<file path="src/rtl/fc_seq_pkg.sv">
// Shared types and constants for the FC-layer sequencer.
//   fc_seq_state_t : sequencer FSM state encoding
//   FC_BEATS       : 4-byte beats per feature vector
//   FC_BEAT_W      : width of one feature-buffer beat
//   CLASS_*        : class encoding reported downstream
package fc_seq_pkg;

  typedef enum logic [2:0] {
    StIdle,
    StPrefetch,
    StStream,
    StWait,
    StOut
  } fc_seq_state_t;

  localparam int unsigned FC_BEATS  = 16;
  localparam int unsigned FC_BEAT_W = 32;

  localparam logic [1:0] CLASS_NORMAL   = 2'd0;
  localparam logic [1:0] CLASS_ABNORMAL = 2'd1;

endpackage

</file>
<file path="src/rtl/fc_sequencer.sv">
// Sequences one classification pass through the fully connected output layer:
// fetches a 16-beat feature vector, streams it to the FC datapath on contiguous
// cycles, waits for the FC done flag, then offers the class on valid/ready.
//
// Ports
//   clk, rst_n           clock, asynchronous active-low reset
//   start                one-cycle request, honoured only in IDLE
//   abort                synchronous return to IDLE from any state
//   mem_rd_en, mem_addr  registered feature-buffer read (data one cycle later)
//   mem_rd_data          4 x int8 beat, byte 0 in [7:0]
//   fc_en, fc_in         FC enable (low clears accumulators) and beat passthrough
//   fc_flag, fc_class    FC completion and result
//   out_valid/ready/class  downstream result handshake
//   busy                 high whenever not IDLE
//   err                  sticky WAIT timeout
//
// Build option: define FC_TIMEOUT_EN to bound WAIT to TIMEOUT_CYCLES cycles.
// Without it WAIT is unbounded and err is tied low.
module fc_sequencer
  import fc_seq_pkg::*;
#(
  parameter int unsigned TIMEOUT_CYCLES = 8,
  parameter int unsigned BEATS          = FC_BEATS
) (
  input  logic                   clk,
  input  logic                   rst_n,
  input  logic                   start,
  input  logic                   abort,
  output logic                   mem_rd_en,
  output logic [3:0]             mem_addr,
  input  logic [FC_BEAT_W-1:0]   mem_rd_data,
  output logic                   fc_en,
  output logic signed [3:0][7:0] fc_in,
  input  logic                   fc_flag,
  input  logic [1:0]             fc_class,
  output logic                   out_valid,
  input  logic                   out_ready,
  output logic [1:0]             out_class,
  output logic                   busy,
  output logic                   err
);

  localparam logic [3:0] LastBeat = 4'(BEATS - 1);

  if (TIMEOUT_CYCLES == 0) begin : g_bad_timeout
    $error("TIMEOUT_CYCLES must be nonzero");
  end

  fc_seq_state_t state_q, state_d;
  logic [3:0]    beat_q, beat_d;
  logic          mem_rd_en_q, mem_rd_en_d;
  logic [3:0]    mem_addr_q, mem_addr_d;
  logic [1:0]    class_q, class_d;
  logic          timeout;

`ifdef FC_TIMEOUT_EN
  localparam int unsigned WaitW = $clog2(TIMEOUT_CYCLES + 1);

  logic [WaitW-1:0] wait_cnt_q, wait_cnt_d;
  logic             err_q, err_d;

  // Counts cycles spent in WAIT; cleared whenever the FSM is elsewhere.
  assign wait_cnt_d = (state_q == StWait) ? wait_cnt_q + WaitW'(1) : '0;
  assign timeout    = (state_q == StWait) && !fc_flag &&
                      (wait_cnt_q == WaitW'(TIMEOUT_CYCLES - 1));
  assign err_d      = err_q | timeout;

  always_ff @(posedge clk or negedge rst_n) begin
    if (!rst_n) begin
      wait_cnt_q <= '0;
      err_q      <= 1'b0;
    end else begin
      wait_cnt_q <= wait_cnt_d;
      err_q      <= err_d;
    end
  end

  assign err = err_q;
`else
  assign timeout = 1'b0;
  assign err     = 1'b0;
`endif

  always_comb begin
    state_d = state_q;
    beat_d  = beat_q;
    class_d = class_q;

    unique case (state_q)
      StIdle: begin
        if (start) state_d = StPrefetch;
      end
      StPrefetch: begin
        state_d = StStream;
        beat_d  = '0;
      end
      StStream: begin
        if (beat_q == LastBeat) state_d = StWait;
        else                    beat_d  = beat_q + 4'd1;
      end
      StWait: begin
        if (fc_flag) begin
          class_d = fc_class;
          state_d = StOut;
        end else if (timeout) begin
          state_d = StIdle;
        end
      end
      StOut: begin
        if (out_ready) state_d = StIdle;
      end
      default: state_d = StIdle;
    endcase

    // Abort wins over everything and must not leave a fresh class behind.
    if (abort) begin
      state_d = StIdle;
      class_d = class_q;
    end

    // Read strobe/address are registered, so derive them from the next state:
    // the address issued alongside beat k is k+1 (data lands one cycle later).
    mem_rd_en_d = 1'b0;
    mem_addr_d  = mem_addr_q;
    if (state_d == StPrefetch) begin
      mem_rd_en_d = 1'b1;
      mem_addr_d  = '0;
    end else if ((state_d == StStream) && (beat_d != LastBeat)) begin
      mem_rd_en_d = 1'b1;
      mem_addr_d  = beat_d + 4'd1;
    end
  end

  always_ff @(posedge clk or negedge rst_n) begin
    if (!rst_n) begin
      state_q     <= StIdle;
      beat_q      <= '0;
      mem_rd_en_q <= 1'b0;
      mem_addr_q  <= '0;
      class_q     <= CLASS_NORMAL;
    end else begin
      state_q     <= state_d;
      beat_q      <= beat_d;
      mem_rd_en_q <= mem_rd_en_d;
      mem_addr_q  <= mem_addr_d;
      class_q     <= class_d;
    end
  end

  assign mem_rd_en = mem_rd_en_q;
  assign mem_addr  = mem_addr_q;
  assign fc_in     = mem_rd_data;
  // fc_en drops in OUT and IDLE, giving the FC at least one clear cycle per pass.
  assign fc_en     = (state_q == StStream) || (state_q == StWait);
  assign out_valid = (state_q == StOut);
  assign out_class = class_q;
  assign busy      = (state_q != StIdle);

endmodule

</file>
<file path="config.mk">
export PLATFORM = sky130hd
export DESIGN_NAME = fc_sequencer
export DESIGN_NICKNAME = d
export VERILOG_FILES = /design/src/rtl/fc_seq_pkg.sv /design/src/rtl/fc_sequencer.sv
export SDC_FILE = /design/constraint.sdc
export NUM_CORES = 1
export LEC_CHECK = 0
export CAP_MARGIN = 25
export CORE_MARGIN = 5
export CORE_UTILIZATION = 34
export CTS_CLUSTER_SIZE = 28
export DETAILED_ROUTE_END_ITERATION = 10
export PLACE_DENSITY_LB_ADDON = 0.05
export SKIP_LAST_GASP = 1
export SLEW_MARGIN = 10
export SYNTH_ARGS = -nofsm -noshare
export SYNTH_HDL_FRONTEND = slang
export SYNTH_SLANG_ARGS = --single-unit
</file>
<file path="constraint.sdc">
create_clock -name clk -period 3.18 [get_ports clk]
set_clock_uncertainty 0.15 [all_clocks]
set_input_delay 0.795 -clock clk [delete_from_list [all_inputs] [get_ports clk]]
set_output_delay 0.795 -clock clk [all_outputs]
set_load 0.01 [all_outputs]
</file>
Word level (Yosys, flattened, before mapping)
Index checks and enable logic that the tools add are counted.
Storage, ports and cells
  register bits: 14
  bits of input ports: 40
  output and inout port bits: 43
  logic and storage cells: 34
Operators by class
  add/subtract/negate cells: 2
  equal/unequal tests: 8
  muxes and demuxes: 12
  bitwise gates (word level): 1
  reductions and logical operators: 6
Operators by type and width (number)
  3-bit two-way mux: 5
  3-bit one-hot mux with 5 select lines: 1
  4-bit two-way mux: 3
  3-bit by 2-bit equality test with 1-bit output, second input constant: 3
  4-bit by 1-bit adder with 4-bit output, second input constant: 2
  4-bit one-hot mux with 2 select lines: 1
  3-bit by 1-bit equality test with 1-bit output, second input constant: 2
  4-bit equality test, second input constant: 1
  4-bit inequality test, second input constant: 1
  3-bit equality test, second input constant: 1
  3-bit zero test: 1
  3-bit AND reduction: 1
  3-bit nonzero test: 1
  1-bit two-way mux: 2
  2-bit nonzero test: 1
  1-bit logical AND: 1
  1-bit logical OR: 1
  1-bit inverter: 1

Logic depth before layout (Yosys ltp)
Gate-level depths: netlist of the first run.
  word-level depth: 8
  mapped depth: 8

Least setup slack after synthesis of the first run
No wires, ideal clock.
  path type: flip-flop to flip-flop
  from: register beat_q[0]
  to: register mem_addr_q[3] (netlist: mem_addr[3])
  setup time: 0.139 ns
  arrival time: 2.159 ns
  data required time: 2.891 ns
  slack: 0.732 ns
  cell stages (with the launch flop): 9
  buffers on the path: 0
  cells stage by stage: dfrtp_1 > ha_1 > and3_4 > or4b_4 > nand3_1 > ha_1 > and4b_4 > o311ai_2 > o211ai_1
RTL lines
  from (decl): line fc_sequencer.sv:50  | logic [3:0] beat_q, beat_d;
  from (signal assigned): line fc_sequencer.sv:143  | beat_q <= beat_d;
  4-bit by 1-bit adder with 4-bit output / 4-bit equality test (equally long branches): line fc_sequencer.sv:99, fc_sequencer.sv:98
  4-bit two-way mux (*): line fc_sequencer.sv:98  | if (beat_q == LastBeat) state_d = StWait;
  4-bit one-hot mux with 2 select lines (*): line fc_sequencer.sv:89  | unique case (state_q)
  named net beat_d[1]: line fc_sequencer.sv:50
  4-bit by 1-bit adder with 4-bit output / 4-bit inequality test (equally long branches): line fc_sequencer.sv:130, fc_sequencer.sv:128
  4-bit two-way mux / 1-bit logical AND (equally long branches): line fc_sequencer.sv:128  | end else if ((state_d == StStream) && (beat_d != LastBeat)) begin
  4-bit two-way mux / 2-bit nonzero test (equally long branches)
  to (signal assigned): line fc_sequencer.sv:145  | mem_addr_q <= mem_addr_d;
  to (decl): line fc_sequencer.sv:52  | logic [3:0] mem_addr_q, mem_addr_d;
Mark *: on every way through the listed nets, which the timed path passes. The rest lies on a longest branch. The select of a mux whose other input is x is not followed.
A chain may end at the register's enable or synchronous reset.

Final worst setup path of the first run
  from: register beat_q[0]
  to: register mem_addr_q[3] (netlist: mem_addr[3])
RTL lines (line)
  4-bit by 1-bit adder with 4-bit output / 4-bit equality test (equally long branches): fc_sequencer.sv:99, fc_sequencer.sv:98
  4-bit two-way mux: fc_sequencer.sv:98
  4-bit one-hot mux with 2 select lines (*): fc_sequencer.sv:89
  named net beat_d[0]: fc_sequencer.sv:50
  4-bit by 1-bit adder with 4-bit output / 4-bit inequality test (equally long branches): fc_sequencer.sv:130, fc_sequencer.sv:128
  4-bit two-way mux / 1-bit logical AND (equally long branches): fc_sequencer.sv:128
  4-bit two-way mux / 2-bit nonzero test (equally long branches)
Marks and branches as above.

==> results of run 1 <==
kinds of logic after synthesis:
| logic type | share of synthesized area [%] |
|---|---|
| XOR/XNOR | 2.38 |
| buffers and inverters | 25.2 |
| AO/OA/AOI/OAI | 12.6 |
| flip-flops | 31.7 |
| multiplexers | 3.85 |
| adder cells (fa/ha/maj) | 2.26 |
| AND/OR/NAND/NOR | 21.7 |
| other | 0.339 |
power groups by stage:
stage	Clock, mW	Combinational [mW]	Sequential [mW]
2_1_floorplan	0	0.160	0.253
3_3_place_gp	0	0.208	0.254
3_5_place_dp	0	0.209	0.251
4_1_cts	0.134	0.210	0.248
5_1_grt	0.143	0.232	0.254
6_report	0.128	0.207	0.248
routing by layer:
layer / global-route usage, % / vias up / part of all wire [%]
li1: - / 354 / -
met1: 11.0 / 354 / 42
met2: 16.2 / 32 / 47
met3: 4.55 / 4 / 11
met4: 3.29 / 0 / 0.75
met5: 0 / - / 0
through the flow:
stage	cell area [um^2]	cells
3_5_place_dp	1070	143
2_1_floorplan	1110	117
4_1_cts	1110	147
3_3_place_gp	1070	143
6_report	1110	147
5_1_grt	1110	147
sequential cells by signal, indices dropped and copies added (netlist names):
name	flops
state_q	3
mem_addr	4
out_class	2
mem_rd_en	1
beat_q	4
placed cells by master (no fill, tap or decap), types with 2 or more instances in the layout:
cell type	instances
a211o_1	2
a21oi_1	5
a31oi_1	2
and3_1	2
and3b_1	2
clkbuf_4	3
clkdlybuf4s50_1	17
dfrtp_1	14
ha_1	2
inv_1	4
mux2_2	2
mux2i_1	2
nand2_1	7
nand3_1	5
nor2_1	2
nor3_1	2
o21ai_0	2
xnor2_1	2
final cells by class:
type                            count  area (um^2)  area share, %
Tap cell                           44         55.1           4.97
Sequential cell                    14          350           31.6
Inverter                            5         18.8           1.69
Timing Repair Buffer               17          170           15.4
Multi-Input combinational cell     63          477           43.1
Clock buffer                        4         36.3           3.28
final timing paths:
check,startpoint,end,cells after the start
hold / removal,out_class[1]$_DFFE_PN0P_,out_class[1]$_DFFE_PN0P_,1
hold reg to reg,out_class[1]$_DFFE_PN0P_,out_class[1]$_DFFE_PN0P_,1
setup reg to reg,beat_q[0]$_DFF_PN0_,mem_addr[3]$_DFFE_PN0P_,8
setup / recovery,beat_q[0]$_DFF_PN0_,mem_addr[3]$_DFFE_PN0P_,8
max in group asynchronous,rst_n,state_q[2]$_DFF_PN0_,1
min in group asynchronous,rst_n,beat_q[3]$_DFF_PN0_,1
==> flow_summary.json, run 1 <==
{
  "status": "completed",
  "clock_latency_ns": 0.27,
  "maxCapViolCount": 0,
  "cts_tree": "built",
  "cp.arrival_ns": 2.69,
  "first_iter_violations": 22,
  "post_cts_resized": 0,
  "num_vias": 744,
  "drt_wl_total_um": 2260,
  "clkPwrFrac_pct": 21.9,
  "synth-edff-count": 0,
  "initial_core_util_pct": 35.9,
  "cp_slowest_cell": "or4_1",
  "grt_overflow": 0,
  "setup_tns_ns": 0,
  "syn_to_final_growth_pct": 0.113,
  "avgSynthCellArea_um2": 9.45,
  "rsz0062_at_grt": "false",
  "die_area_mm2": 0.00449,
  "fin_ws_ns": 0.493,
  "fillCellCount": 334,
  "dp_hpwl_um": 1780,
  "fin_util_pct": 36.0,
  "setup_viol": 0,
  "crit_path_start_kind": "flop",
  "path_buf_inv": 0,
  "ys.flop_type": "dfrtp_1",
  "hold_violations": 0,
  "power_density_mw_per_mm2": 526,
  "timing.hold.ws_ns": 0.371,
  "fin_crit_sh_pct": 84.5,
  "period_needed_ns": 2.69,
  "synthesis.nets": 159,
  "clock_path_buffers": 2,
  "synth_common_cells": "buf_4, dfrtp_1, nand2_1, a21oi_1, nand3_1",
  "antenna_left": 0,
  "synth_cells": 117,
  "max_clock_freq_mhz": 372,
  "cts-root-buf": "clkbuf_4",
  "die_h_um": 67.0,
  "grt_max_degree": 16,
  "required_ns": 3.18,
  "grt_usage_pct": 9.78,
  "cts_buffers": 3,
  "grt_pass1_wl_um": 3420,
  "cts_sinks": 14,
  "drc_errors": 0,
  "drive_above_1_share_pct": 15.5,
  "core_mm2": 0.00308,
  "power_leakage_nw": 0.473,
  "crit_path_frequent_cell": "ha_1",
  "cp_max_fo": 5,
  "cts_setup_buffers": 0,
  "place_congestion": 0.733,
  "synthTopCellsByArea": "dfrtp_1, buf_4, nand2_1, a21oi_1, ha_1",
  "tightest_slew_ns": 0.635,
  "fp.dieW_um": 67.0,
  "vias_per_cell": 5.06,
  "crit_family": "simple AND/OR/NAND/NOR gates",
  "netlist.area_leader.share_pct": 31.7,
  "ys_seq_area_share_pct": 31.7,
  "grt_pass1_vias": 727,
  "yosysWarnings": 0,
  "nNetsFinal": 146,
  "hold_buffers": 0,
  "wl_per_cell_um": 15.4,
  "crit_chain": "ha_1 > and3_4 > or4_1 > nand2_1 > ha_1 > and4b_4 > o311ai_2 > o211ai_1",
  "yosysMostFrequentCell": "buf_4",
  "post-place-ws_ns": 0.557,
  "clkTransAtPathRegs_ns": 0.09,
  "synth_area_leader_cell": "dfrtp_1",
  "rows": 20,
  "async_flop_share_pct": 100,
  "ys_ff_latch": 14,
  "crit_path_end_kind": "flop",
  "antenna_found_initial": 0,
  "peakVddDrop_mv": 0.246,
  "syn_area_mm2": 0.00111,
  "h-tree-depth": 1,
  "drt_first_pass_iters": 4,
  "worst-setup-path-type": "flop to flop",
  "switchingPower_mw": 0.186,
  "portBuffers": 17,
  "relSlewSlack_pct": 57.6,
  "switching_share_pct": 31.9,
  "p_int_mw": 0.396,
  "yosysUniqueCellTypes": 43,
  "drv_slew": 0,
  "hp-class": "flop to flop",
  "io_pins": 83,
  "seq_power_share_pct": 42.6,
  "r2r_slack_ns": 0.49,
  "p_comb_share_pct": 35.5,
  "cp_slowest_stage_delay_ns": 0.52,
  "total_power_mw": 0.582,
  "antenna_cells": 0
}
(Power assumes the default switching activity.)
==> run 2: changes to the inputs <==
==> constraint.sdc (replaced) <==
create_clock -name clk -period 2.7 [get_ports clk]
set_clock_uncertainty 0.15 [all_clocks]
set_input_delay 0.675 -clock clk [delete_from_list [all_inputs] [get_ports clk]]
set_output_delay 0.675 -clock clk [all_outputs]
set_load 0.01 [all_outputs]
==> flow_summary.json, run 2 (synthesized netlist as in run 1, its figures left out) <==
{
  "grt_usage_pct": 10.4,
  "drv_slew": 0,
  "relSlewSlack_pct": 56.1,
  "antenna_found_initial": 0,
  "cts_buffers": 3,
  "h-tree-depth": 1,
  "status": "completed",
  "fin_area_mm2": 0.00113,
  "cp_max_fo": 4,
  "grt_max_degree": 16,
  "rows": 20,
  "cts_setup_buffers": 0,
  "cts_sinks": 14,
  "layout_commonest_cell": "clkdlybuf4s50_1",
  "hold_buffers": 0,
  "fillCellCount": 326,
  "place_inst": 146,
  "fin_cells": 150,
  "fp.dieW_um": 67.0,
  "drt_wl_total_um": 2310,
  "layout_common_cells": "clkdlybuf4s50_1, dfrtp_1, nand2_1",
  "min_from": "out_class[1]$_DFFE_PN0P_",
  "worst-setup-path-type": "flop to flop",
  "dpl-instance-area_mm2": 0.00109,
  "drt_first_pass_iters": 4,
  "grt_pass1_wl_um": 3590,
  "crit_path_start_kind": "flop",
  "total_power_mw": 0.694,
  "tightest_slew_ns": 0.656,
  "num_vias": 747,
  "core_mm2": 0.00308,
  "cts-root-buf": "clkbuf_4",
  "fin_util_pct": 36.7,
  "rsz0062_at_grt": "false",
  "io_pins": 83,
  "period_needed_ns": 2.55,
  "hp-class": "flop to flop",
  "drc_errors": 0,
  "setup_tns_ns": 0,
  "antenna_left": 0,
  "setup_viol": 0,
  "place_congestion": 0.844,
  "initial_core_util_pct": 35.9,
  "drive_above_1_share_pct": 17.9,
  "clock_latency_ns": 0.28,
  "syn_to_final_growth_pct": 2.15,
  "regToRegStartpoint": "beat_q[0]$_DFF_PN0_",
  "grt_overflow": 0,
  "portBuffers": 17,
  "power_density_mw_per_mm2": 614,
  "clkTransAtPathRegs_ns": 0.09,
  "max_clock_freq_mhz": 393,
  "power_leakage_nw": 0.489,
  "maxCapViolCount": 0,
  "required_ns": 2.71,
  "wl_per_cell_um": 15.4,
  "fin_crit_sh_pct": 94.3,
  "cts_tree": "built",
  "nNetsFinal": 149,
  "startpoint": "beat_q[0]$_DFF_PN0_",
  "peakVddDrop_mv": 0.288,
  "first_iter_violations": 15,
  "vias_per_cell": 4.98,
  "post_cts_resized": 0,
  "hold_violations": 0,
  "dp_hpwl_um": 1790,
  "die_area_mm2": 0.00449,
  "grt_pass1_vias": 732,
  "antenna_cells": 0,
  "die_h_um": 67.0,
  "crit_path_end_kind": "flop",
  "cp.arrival_ns": 2.56,
  "clock_path_buffers": 2
}
run 2: cell types whose count changed in the layout (fill, tap and decap cells not counted), sizes merged:
cell | previous run | this run
buf | 0 | 3
run 2: per-stage QoR:
step / hold slack [ns] / setup WS [ns]
floorplan: 0.229 / 0.252
global placement: 0.344 / 0.200
detailed placement: 0.345 / 0.174
CTS: 0.367 / 0.149
global route: 0.387 / 0.0144
finish: 0.360 / 0.153
run 2: critical path, cell delays in order (launching register included):
cell	delay [ns]
dfrtp_1	0.42
ha_1	0.23
and3_4	0.20
or4_1	0.53
nand2_1	0.14
ha_1	0.19
and4b_4	0.21
o311ai_2	0.25
o211ai_1	0.11
run 2: final cells by class:
cell class / count / area, um^2 / share of cell area (%)
Multi-Input combinational cell: 63 / 477 / 42.2
Sequential cell: 14 / 350 / 31.0
Timing Repair Buffer: 20 / 193 / 17.1
Tap cell: 44 / 55.1 / 4.87
Clock buffer: 4 / 36.3 / 3.21
Inverter: 5 / 18.8 / 1.66
run 2: final timing paths:
| kind | to | slack (ns) | cells after the start |
|---|---|---|---|
| setup / recovery | mem_addr[3]$_DFFE_PN0P_ | 0.15 | 8 |
| hold / removal | out_class[1]$_DFFE_PN0P_ | 0.36 | 1 |
| setup reg to reg | mem_addr[3]$_DFFE_PN0P_ | 0.15 | 8 |
| hold reg to reg | out_class[1]$_DFFE_PN0P_ | 0.36 | 1 |
| max in group asynchronous | state_q[1]$_DFF_PN0_ | 1.33 | 1 |
| min in group asynchronous | mem_addr[3]$_DFFE_PN0P_ | 0.64 | 1 |
run 2: per-layer routing:
metal,track usage [%],share of wire (%),vias up
li1,-,-,359
met1,13.6,45,354
met5,0,0,-
met4,4.05,0.87,0
met3,3.37,8.7,4
met2,15.7,45,30
run 2: power by group:
group          internal [mW]  leakage, nW  switching (mW)
Sequential             0.252        0.187          0.0408
Combinational          0.137        0.281           0.111
Clock                 0.0820       0.0210          0.0712
==> run 3: changes to the inputs <==
--- a/config.mk
+++ b/config.mk
@@ -6,13 +6,14 @@
 export NUM_CORES = 1
 export LEC_CHECK = 0
 export CAP_MARGIN = 25
-export CORE_MARGIN = 5
-export CORE_UTILIZATION = 34
+export CORE_UTILIZATION = 60
 export CTS_CLUSTER_SIZE = 28
 export DETAILED_ROUTE_END_ITERATION = 10
+export DONT_BUFFER_PORTS = 1
 export PLACE_DENSITY_LB_ADDON = 0.05
 export SKIP_LAST_GASP = 1
 export SLEW_MARGIN = 10
 export SYNTH_ARGS = -nofsm -noshare
 export SYNTH_HDL_FRONTEND = slang
 export SYNTH_SLANG_ARGS = --single-unit
+export TNS_END_PERCENT = 1
==> flow_summary.json, run 3 (synthesized netlist as in run 1, its figures left out) <==
{
  "place_congestion": 0.790,
  "r2r_slack_ns": 0.13,
  "drv_slew": 0,
  "crit_end": "mem_addr[3]$_DFFE_PN0P_",
  "required_ns": 2.70,
  "antenna_cells": 0,
  "die_h_um": 44.9,
  "crit_chain": "ha_1 > and3_4 > or4_1 > nand2_2 > ha_4 > and4b_4 > o311ai_2 > o211ai_1",
  "p_comb_share_pct": 29.3,
  "cts-root-buf": "clkbuf_4",
  "post-place-ws_ns": 0.100,
  "cp_slowest_cell": "or4_1",
  "h-tree-depth": 1,
  "setup_viol": 0,
  "path_depth": 8,
  "hold_violations": 0,
  "cts_buffers": 3,
  "num_vias": 720,
  "regToRegStartpoint": "beat_q[0]$_DFF_PN0_",
  "vias_per_cell": 6.37,
  "crit_path_end_kind": "flop",
  "switching_share_pct": 35.1,
  "relSlewSlack_pct": 58.4,
  "layout_common_cells": "dfrtp_1, nand2_1, nand3_1, a21oi_1, inv_1",
  "layout_commonest_cell": "dfrtp_1",
  "grt_overflow": 0,
  "nNetsFinal": 132,
  "dp_hpwl_um": 1450,
  "max_clock_freq_mhz": 390,
  "io_pins": 83,
  "grt_pass1_vias": 739,
  "fp.dieW_um": 44.9,
  "seq_power_share_pct": 51.5,
  "power_density_mw_per_mm2": 637,
  "crit_path_start_kind": "flop",
  "grt_max_degree": 15,
  "path_buf_inv": 0,
  "worst-setup-path-type": "flop to flop",
  "rr_endpoint": "mem_addr[3]$_DFFE_PN0P_",
  "cp_slowest_stage_delay_ns": 0.56,
  "core_mm2": 0.00173,
  "period_needed_ns": 2.57,
  "peakVddDrop_mv": 0.384,
  "cts_tree": "built",
  "die_area_mm2": 0.00202,
  "switchingPower_mw": 0.210,
  "startpoint": "beat_q[0]$_DFF_PN0_",
  "power_leakage_nw": 0.416,
  "grt_usage_pct": 22.8,
  "fin_ws_ns": 0.133,
  "clock_latency_ns": 0.28,
  "dpl-instance-area_um2": 892,
  "tightest_slew_ns": 0.622,
  "status": "completed",
  "hp-class": "primary input to flop",
  "cts_sinks": 14,
  "syn_to_final_growth_pct": -15.0,
  "antenna_left": 0,
  "drt_first_pass_iters": 4,
  "cp.arrival_ns": 2.57,
  "drc_errors": 0,
  "grt_pass1_wl_um": 3280,
  "wl_per_cell_um": 17.4,
  "p_int_mw": 0.388,
  "clkTransAtPathRegs_ns": 0.08,
  "fin_area_um2": 940,
  "portBuffers": 0,
  "clock_path_buffers": 2,
  "initial_core_util_pct": 64.1,
  "rows": 15,
  "clkPwrFrac_pct": 19.3,
  "first_iter_violations": 7,
  "crit_family": "simple AND/OR/NAND/NOR gates",
  "drive_above_1_share_pct": 21.6,
  "cp_max_fo": 5,
  "drt_wl_total_um": 1970,
  "antenna_found_initial": 0,
  "maxCapViolCount": 0,
  "ff2ff_path_depth": 8,
  "fin_crit_sh_pct": 95.1
}
-- run 3: cell count changes in the layout (fill, tap and decap cells not counted) --
cell	previous run	this run
buf_4	3	2
clkbuf_8	1	0
clkdlybuf4s50_1	17	0
dlygate4sd3_1	0	1
ha_1	2	1
ha_4	0	1
nand2_1	7	6
nand2_2	0	1
-- run 3: metal layers --
metal | global-route usage, % | wire length [um]
met1 | 27.2 | 802
met2 | 34.2 | 910
met3 | 6.80 | 166
met4 | 17.6 | 87
met5 | 0 | 0
-- run 3: timing repair --
action,4_1_cts,5_1_grt
endpoints found under the setup margin,0,1
hold buffers,1,0
buffers inserted,0,0
endpoints found under the hold margin,14,0
resized for setup,0,3
-- run 3: worst min-delay path by stage --
stage	slack (ns)	from	end	depth (start not counted)
after floorplan	0.23	rst_n	beat_q[0]$_DFF_PN0_	0
after global placement	0.23	rst_n	beat_q[2]$_DFF_PN0_	0
after detailed placement	0.23	rst_n	mem_addr[2]$_DFFE_PN0P_	0
after CTS	0.30	abort	state_q[0]$_DFF_PN0_	1
after global routing	0.29	abort	state_q[0]$_DFF_PN0_	1
final	0.31	abort	state_q[0]$_DFF_PN0_	1
-- run 3: power groups by stage --
stage                     Clock [mW]  Sequential (mW)  Combinational [mW]
after detailed placement           0            0.312               0.158
after CTS                      0.118            0.309               0.163
final                          0.115            0.308               0.175
after floorplan                    0            0.298               0.188
after global placement             0            0.312               0.157
after global routing           0.126            0.317               0.195
-- run 3: cell type report --
class	instances	area, um^2
fillers	161	787
clock buffers	3	22.5
flip-flops and latches	14	350
multi-input cells	63	492
well taps	25	31.3
inverters	5	18.8
repair buffers	3	25.0
-- run 3: worst reg2reg max path, cell delays in order, from the launching register on --
cell and delay [ns]:
dfrtp_1 0.41, ha_1 0.24, and3_4 0.20, or4_1 0.56
nand2_2 0.16, ha_4 0.17, and4b_4 0.20, o311ai_2 0.25
o211ai_1 0.13
-- run 3: per-stage QoR --
step | std cells | hold slack (ns) | power (mW) | setup TNS [ns] | util [%]
2_1_floorplan | 117 | 0.229 | 0.486 | 0 | -
3_3_place_gp | 109 | 0.230 | 0.469 | 0 | 51.7
3_5_place_dp | 109 | 0.230 | 0.470 | 0 | 51.7
4_1_cts | 113 | 0.299 | 0.590 | 0 | 53.6
5_1_grt | 113 | 0.291 | 0.638 | -0.00586 | 54.4
6_report | 113 | 0.309 | 0.598 | 0 | 54.4
